<file path="config.mk">
export PLATFORM = sky130hd
export DESIGN_NAME = nibble_scan_ctrl
export DESIGN_NICKNAME = d
export VERILOG_FILES = /design/src/rtl/nibble_scan_pkg.sv /design/src/rtl/nibble_mux256.sv /design/src/rtl/nibble_scan_ctrl.sv
export SDC_FILE = /design/constraint.sdc
export NUM_CORES = 2
export LEC_CHECK = 0
export CAP_MARGIN = 20
export CORE_AREA = 10 10 399 401
export CTS_CLUSTER_DIAMETER = 30
export CTS_CLUSTER_SIZE = 25
export DETAILED_ROUTE_END_ITERATION = 10
export DIE_AREA = 0 0 409 411
export GPL_TIMING_DRIVEN = 1
export PLACE_DENSITY = 0.62
export SLEW_MARGIN = 20
export SYNTH_ARGS = -nofsm -noshare
export SYNTH_HDL_FRONTEND = slang
export SYNTH_SLANG_ARGS = --single-unit
export TNS_END_PERCENT = 20
</file>
<file path="constraint.sdc">
create_clock -name clk -period 4.1 [get_ports clk]
set_clock_uncertainty 0.1 [all_clocks]
set_input_delay 1.23 -clock clk [delete_from_list [all_inputs] [get_ports clk]]
set_output_delay 1.23 -clock clk [all_outputs]
set_load 0.005 [all_outputs]
</file>
<file path="src/rtl/nibble_scan_pkg.sv">
// ============================================================================
// nibble_scan_pkg : shared widths and FSM state type for the nibble scanner
// Revision 1.0 : initial release
// ============================================================================
`default_nettype none

package nibble_scan_pkg;
   localparam int LANES  = 256;
   localparam int NIB_W  = 4;
   localparam int SEL_W  = 8;
   localparam int CNT_W  = 9;
   localparam int WORD_W = LANES * NIB_W;

   typedef enum logic [0:0] {
      S_IDLE = 1'b0,
      S_RUN  = 1'b1
   } state_e;
endpackage

`default_nettype wire

</file>
<file path="src/rtl/nibble_mux256.sv">
// ============================================================================
// nibble_mux256 : combinational 256-to-1 selector of 4-bit lanes
// Revision 1.0 : initial release
// ============================================================================
`default_nettype none

module nibble_mux256
   import nibble_scan_pkg::*;
(
   input  logic [WORD_W-1:0] data,
   input  logic [SEL_W-1:0]  sel,
   output logic [NIB_W-1:0]  nibble
);

   // Lane offset is sel*4; the concatenation gives an exact 10-bit bit index.
   assign nibble = data[{sel, 2'b00} +: NIB_W];

endmodule

`default_nettype wire

</file>
<file path="src/rtl/nibble_scan_ctrl.sv">
// ============================================================================
// nibble_scan_ctrl : streams lanes of a 1024-bit word one nibble per beat
// Optional macro NIBBLE_SCAN_PREFETCH_EN : accept next word on the final beat
// Revision 1.0 : initial release
// ============================================================================
`default_nettype none

module nibble_scan_ctrl
   import nibble_scan_pkg::*;
(
   input  logic              clk,
   input  logic              reset,
   input  logic              flush,
   input  logic              in_valid,
   output logic              in_ready,
   input  logic [WORD_W-1:0] in_data,
   input  logic [SEL_W-1:0]  in_first,
   input  logic [CNT_W-1:0]  in_count,
   output logic              out_valid,
   input  logic              out_ready,
   output logic [NIB_W-1:0]  out_nibble,
   output logic [SEL_W-1:0]  out_sel,
   output logic              out_last,
   output logic              busy
);

   state_e            state_q, state_d;
   logic [WORD_W-1:0] data_q,  data_d;
   logic [SEL_W-1:0]  sel_q,   sel_d;
   logic [CNT_W-1:0]  rem_q,   rem_d;

   logic accept;
   logic beat;

   assign accept = in_valid & in_ready;
   assign beat   = out_valid & out_ready;

   always_ff @(posedge clk) begin
      if (reset) begin
         state_q <= S_IDLE;
         data_q  <= '0;
         sel_q   <= '0;
         rem_q   <= '0;
      end else begin
         state_q <= state_d;
         data_q  <= data_d;
         sel_q   <= sel_d;
         rem_q   <= rem_d;
      end
   end

   // in_ready is gated by flush, so an accept never coincides with a flush.
   always_comb begin
      state_d = state_q;
      data_d  = data_q;
      sel_d   = sel_q;
      rem_d   = rem_q;
      if (flush) begin
         state_d = S_IDLE;
      end else if (accept) begin
         data_d  = in_data;
         sel_d   = in_first;
         rem_d   = in_count;
         state_d = (in_count == '0) ? S_IDLE : S_RUN;
      end else if (beat) begin
         if (out_last) begin
            state_d = S_IDLE;
         end else begin
            sel_d = sel_q + SEL_W'(1);
            rem_d = rem_q - CNT_W'(1);
         end
      end
   end

   always_comb begin
      out_valid = (state_q == S_RUN);
      busy      = (state_q == S_RUN);
      out_sel   = sel_q;
      out_last  = (state_q == S_RUN) && (rem_q == CNT_W'(1));
`ifdef NIBBLE_SCAN_PREFETCH_EN
      if (state_q == S_IDLE)
         in_ready = !reset && !flush;
      else
         in_ready = out_valid && out_ready && out_last && !flush && !reset;
`else
      in_ready = (state_q == S_IDLE) && !reset && !flush;
`endif
   end

   nibble_mux256 u_mux (
      .data   (data_q),
      .sel    (sel_q),
      .nibble (out_nibble)
   );

endmodule

`default_nettype wire
</file>
==> flow_metrics.env <==
export IMPL_dieArea_um2=168000
export IMPL_maxCapViolations=0
export IMPL_finalSetupViolCount=4
export IMPL_final_nets=7521
export IMPL_grt_max_degree=212
export IMPL_placed_cells=8223
export IMPL_drt_iter0_drc=4391
export IMPL_netlist_area_um2=44200
export IMPL_crit_chain="buf_12, buf_12, buf_4, mux4_2, a211o_1, a311oi_2, buf_4, o21ai_1, a32o_2, buf_2"
export IMPL_synth_avg_cell_area_um2=8.36
export IMPL_netlist_top_cell_by_area="dfxtp_1"
export IMPL_async_flop_share_pct=0
export IMPL_hp_class="reg2reg"
export IMPL_wl_um=214000
export IMPL_cp_max_fo=7
export IMPL_ys_ff_latch=1042
export IMPL_antenna_found_initial=45
export IMPL_synthTopCellsByArea="dfxtp_1, nand2_1, a21oi_1"
export IMPL_grt_remaining_overflow=0
export IMPL_layout_drive_gt1_share_pct=16.1
export IMPL_wire_per_inst_um=24.6
export IMPL_grt_total_usage_pct=24.1
export IMPL_yosysSeqAreaShare_pct=47.2
export IMPL_root_buffer="clkbuf_16"
export IMPL_outcome="complete, but fails checks"
export IMPL_pin_count=1062
export IMPL_yosysWarnings=0
export IMPL_power_leakage_nw=23.5
export IMPL_port_buffers=1061
export IMPL_slew_violations=0
export IMPL_cp_top_family="compound AO/OA/AOI/OAI gates"
export IMPL_max_slew_margin_pct=33.0
export IMPL_fin_cells=8733
export IMPL_cts_tree="done"
export IMPL_critical_path_buf_inv_count=5
export IMPL_rsz0062_at_grt="yes"
export IMPL_synth_edf_count=0
export IMPL_p_per_area_nw_per_um2=475
export IMPL_drt_first_pass_iters=6
export IMPL_cp_end_kind="primary output"
export IMPL_post_dp_hpwl_um=167000
export IMPL_cts_htree_levels=4
export IMPL_worstPathRequired_ns=2.77
export IMPL_cp_slowest_cell="mux4_2"
export IMPL_violations="negative setup slack"
export IMPL_grt_pass1_vias=44100
export IMPL_die_y_um=411
export IMPL_syn_nets=6336
export IMPL_vdd_drop_max_mv=0.385
export IMPL_core_um2=151000
export IMPL_dieWidth_um=409
export IMPL_cpPeakStageDelay_ns=0.56
export IMPL_report_final_hold_viol_count=0
export IMPL_syn_inst=5287
export IMPL_fmax_mhz=203
export IMPL_start_util_pct=29.2
export IMPL_yosysTopAreaCellShare_pct=47.2
export IMPL_period_share_pct=120
export IMPL_critPathLaunchType="flop"
export IMPL_numCtsBuffers=225
export IMPL_gp_congestion=0.947
export IMPL_area_growth_pct=52.9
export IMPL_ff2ff_setup_slack_ns=1.59
export IMPL_num_vias=43900
export IMPL_clk_latency_ns=0.80
export IMPL_clockBufferDepth=3
export IMPL_arrival_ns=3.59
export IMPL_setup_ws_ns=-0.824
export IMPL_synth_distinct_cells=61
export IMPL_setup_tns_ns=-3.17
export IMPL_grt_pass1_wl_um=301000
export IMPL_synth_ff_type="dfxtp_1"
export IMPL_path_clk_slew_ns=0.04
export IMPL_rows=143
export IMPL_period_needed_ns=4.92
export IMPL_criticalPathCategory="reg2out"
export IMPL_cts_sinks=1042
export IMPL_antenna_left=0
export IMPL_via_per_inst=5.02
export IMPL_worst_pin_slew_ns=1.00
export IMPL_drc=0
-- per-layer routing --
layer | part of all wire, % | global-route usage, % | up-vias
met4 | 4.6 | 11.9 | 20
met5 | 0.059 | 0 | -
met1 | 40 | 29.2 | 21100
met3 | 7.1 | 5.74 | 412
li1 | - | - | 20500
met2 | 48 | 40.1 | 1879
-- synthesized netlist by cell type (all sizes together) (13+ instances only) --
cell and n:
o21ai 39, dfxtp 1042, nand2 2096, a221oi 20, buf 105, clkbuf 347, mux2i 109, a21oi 1068
o22ai 13, nor2 31, o221ai 16, nor3 13, mux4 219, a22oi 40, a211oi 15
-- state kept, by name (all words and copies together) (netlist names) --
signal   flops
busy         1
data_q    1024
out_sel      8
rem_q        9
-- repair_timing --
action,CTS,global route
resized for setup,132,27
setup endpoints to repair,5,5
hold buffers,0,0
pin swaps,25,22
gates cloned,4,0
setup buffers,26,27
-- through the flow --
step | hold slack, ns | setup WS, ns | util, % | total power [mW] | instance area, um2
finish | 0.350 | -0.824 | 44.7 | 32.1 | 67600
global route | 0.366 | -0.909 | 44.7 | 33.1 | 67600
CTS | 0.349 | -0.848 | 44.4 | 32.3 | 67200
detailed placement | 0.342 | -1.10 | 38.6 | 13.7 | 58400
global placement | 0.339 | -1.16 | 38.6 | 13.6 | 58400
floorplan | 0.332 | 0.489 | - | 12.0 | 44200
-- cell families after synthesis --
family	synth area share, %
simple gates	19.0
fa+ha+maj	0.0849
compound gates	15.3
flops	47.2
mux	13.8
buf+inv	4.59
-- worst min-delay path: cells and delay by family (launching register included) --
kind               cells  cell delay (ns)
DFF                    1             0.30
and+or+nand+nor        1             0.05
AOI/OAI and AO/OA      1             0.05
-- cells in the final DEF (no fill, tap or decap), types with 7 or more instances in the layout --
| master | count |
|---|---|
| o221ai_1 | 15 |
| a22oi_1 | 31 |
| clkinv_4 | 24 |
| mux2i_1 | 96 |
| nor2_1 | 29 |
| a22oi_2 | 9 |
| diode_2 | 31 |
| inv_6 | 14 |
| nor3_1 | 10 |
| clkinv_8 | 8 |
| mux2i_2 | 9 |
| dfxtp_1 | 1035 |
| o21ai_0 | 35 |
| and2_1 | 7 |
| buf_4 | 262 |
| buf_12 | 63 |
| clkinvlp_4 | 34 |
| a21oi_1 | 1058 |
| clkbuf_16 | 228 |
| clkdlybuf4s50_1 | 1055 |
| nand2_1 | 2094 |
| a211o_1 | 7 |
| buf_8 | 7 |
| buf_6 | 12 |
| a221oi_1 | 12 |
| clkinv_2 | 37 |
| mux4_2 | 214 |
| clkbuf_1 | 24 |
| clkbuf_8 | 26 |
| bufinv_16 | 25 |
| o22ai_1 | 11 |
| a211oi_1 | 8 |
-- worst paths after layout --
kind	startpoint	end	cells after the start
worst max-delay path	out_sel[0]$_SDFFE_PP0P_	out_nibble[1]	10
worst min-delay path	data_q[348]$_SDFFE_PP0P_	data_q[348]$_SDFFE_PP0P_	2
worst max register to register	busy$_SDFFE_PP0P_	data_q[146]$_SDFFE_PP0P_	7
worst min register to register	data_q[348]$_SDFFE_PP0P_	data_q[348]$_SDFFE_PP0P_	2
-- final cells by class --
class | instances | area (um2)
Clock buffer | 278 | 6150
Sequential cell | 1042 | 20900
Fill cell | 14500 | 83600
Tap cell | 2030 | 2540
Timing Repair Buffer | 1410 | 14300
Antenna cell | 31 | 77.6
Clock inverter | 149 | 1790
Inverter | 2 | 7.51
Multi-Input combinational cell | 3791 | 21900
-- report_power, final --
group | leakage [nW] | switching [mW] | internal [mW]
Combinational | 11.2 | 1.30 | 1.60
Clock | 3.80 | 6.23 | 12.3
Sequential | 8.47 | 0.223 | 10.5
Total | 23.5 | 7.75 | 24.4
(Power assumes the default switching activity.)
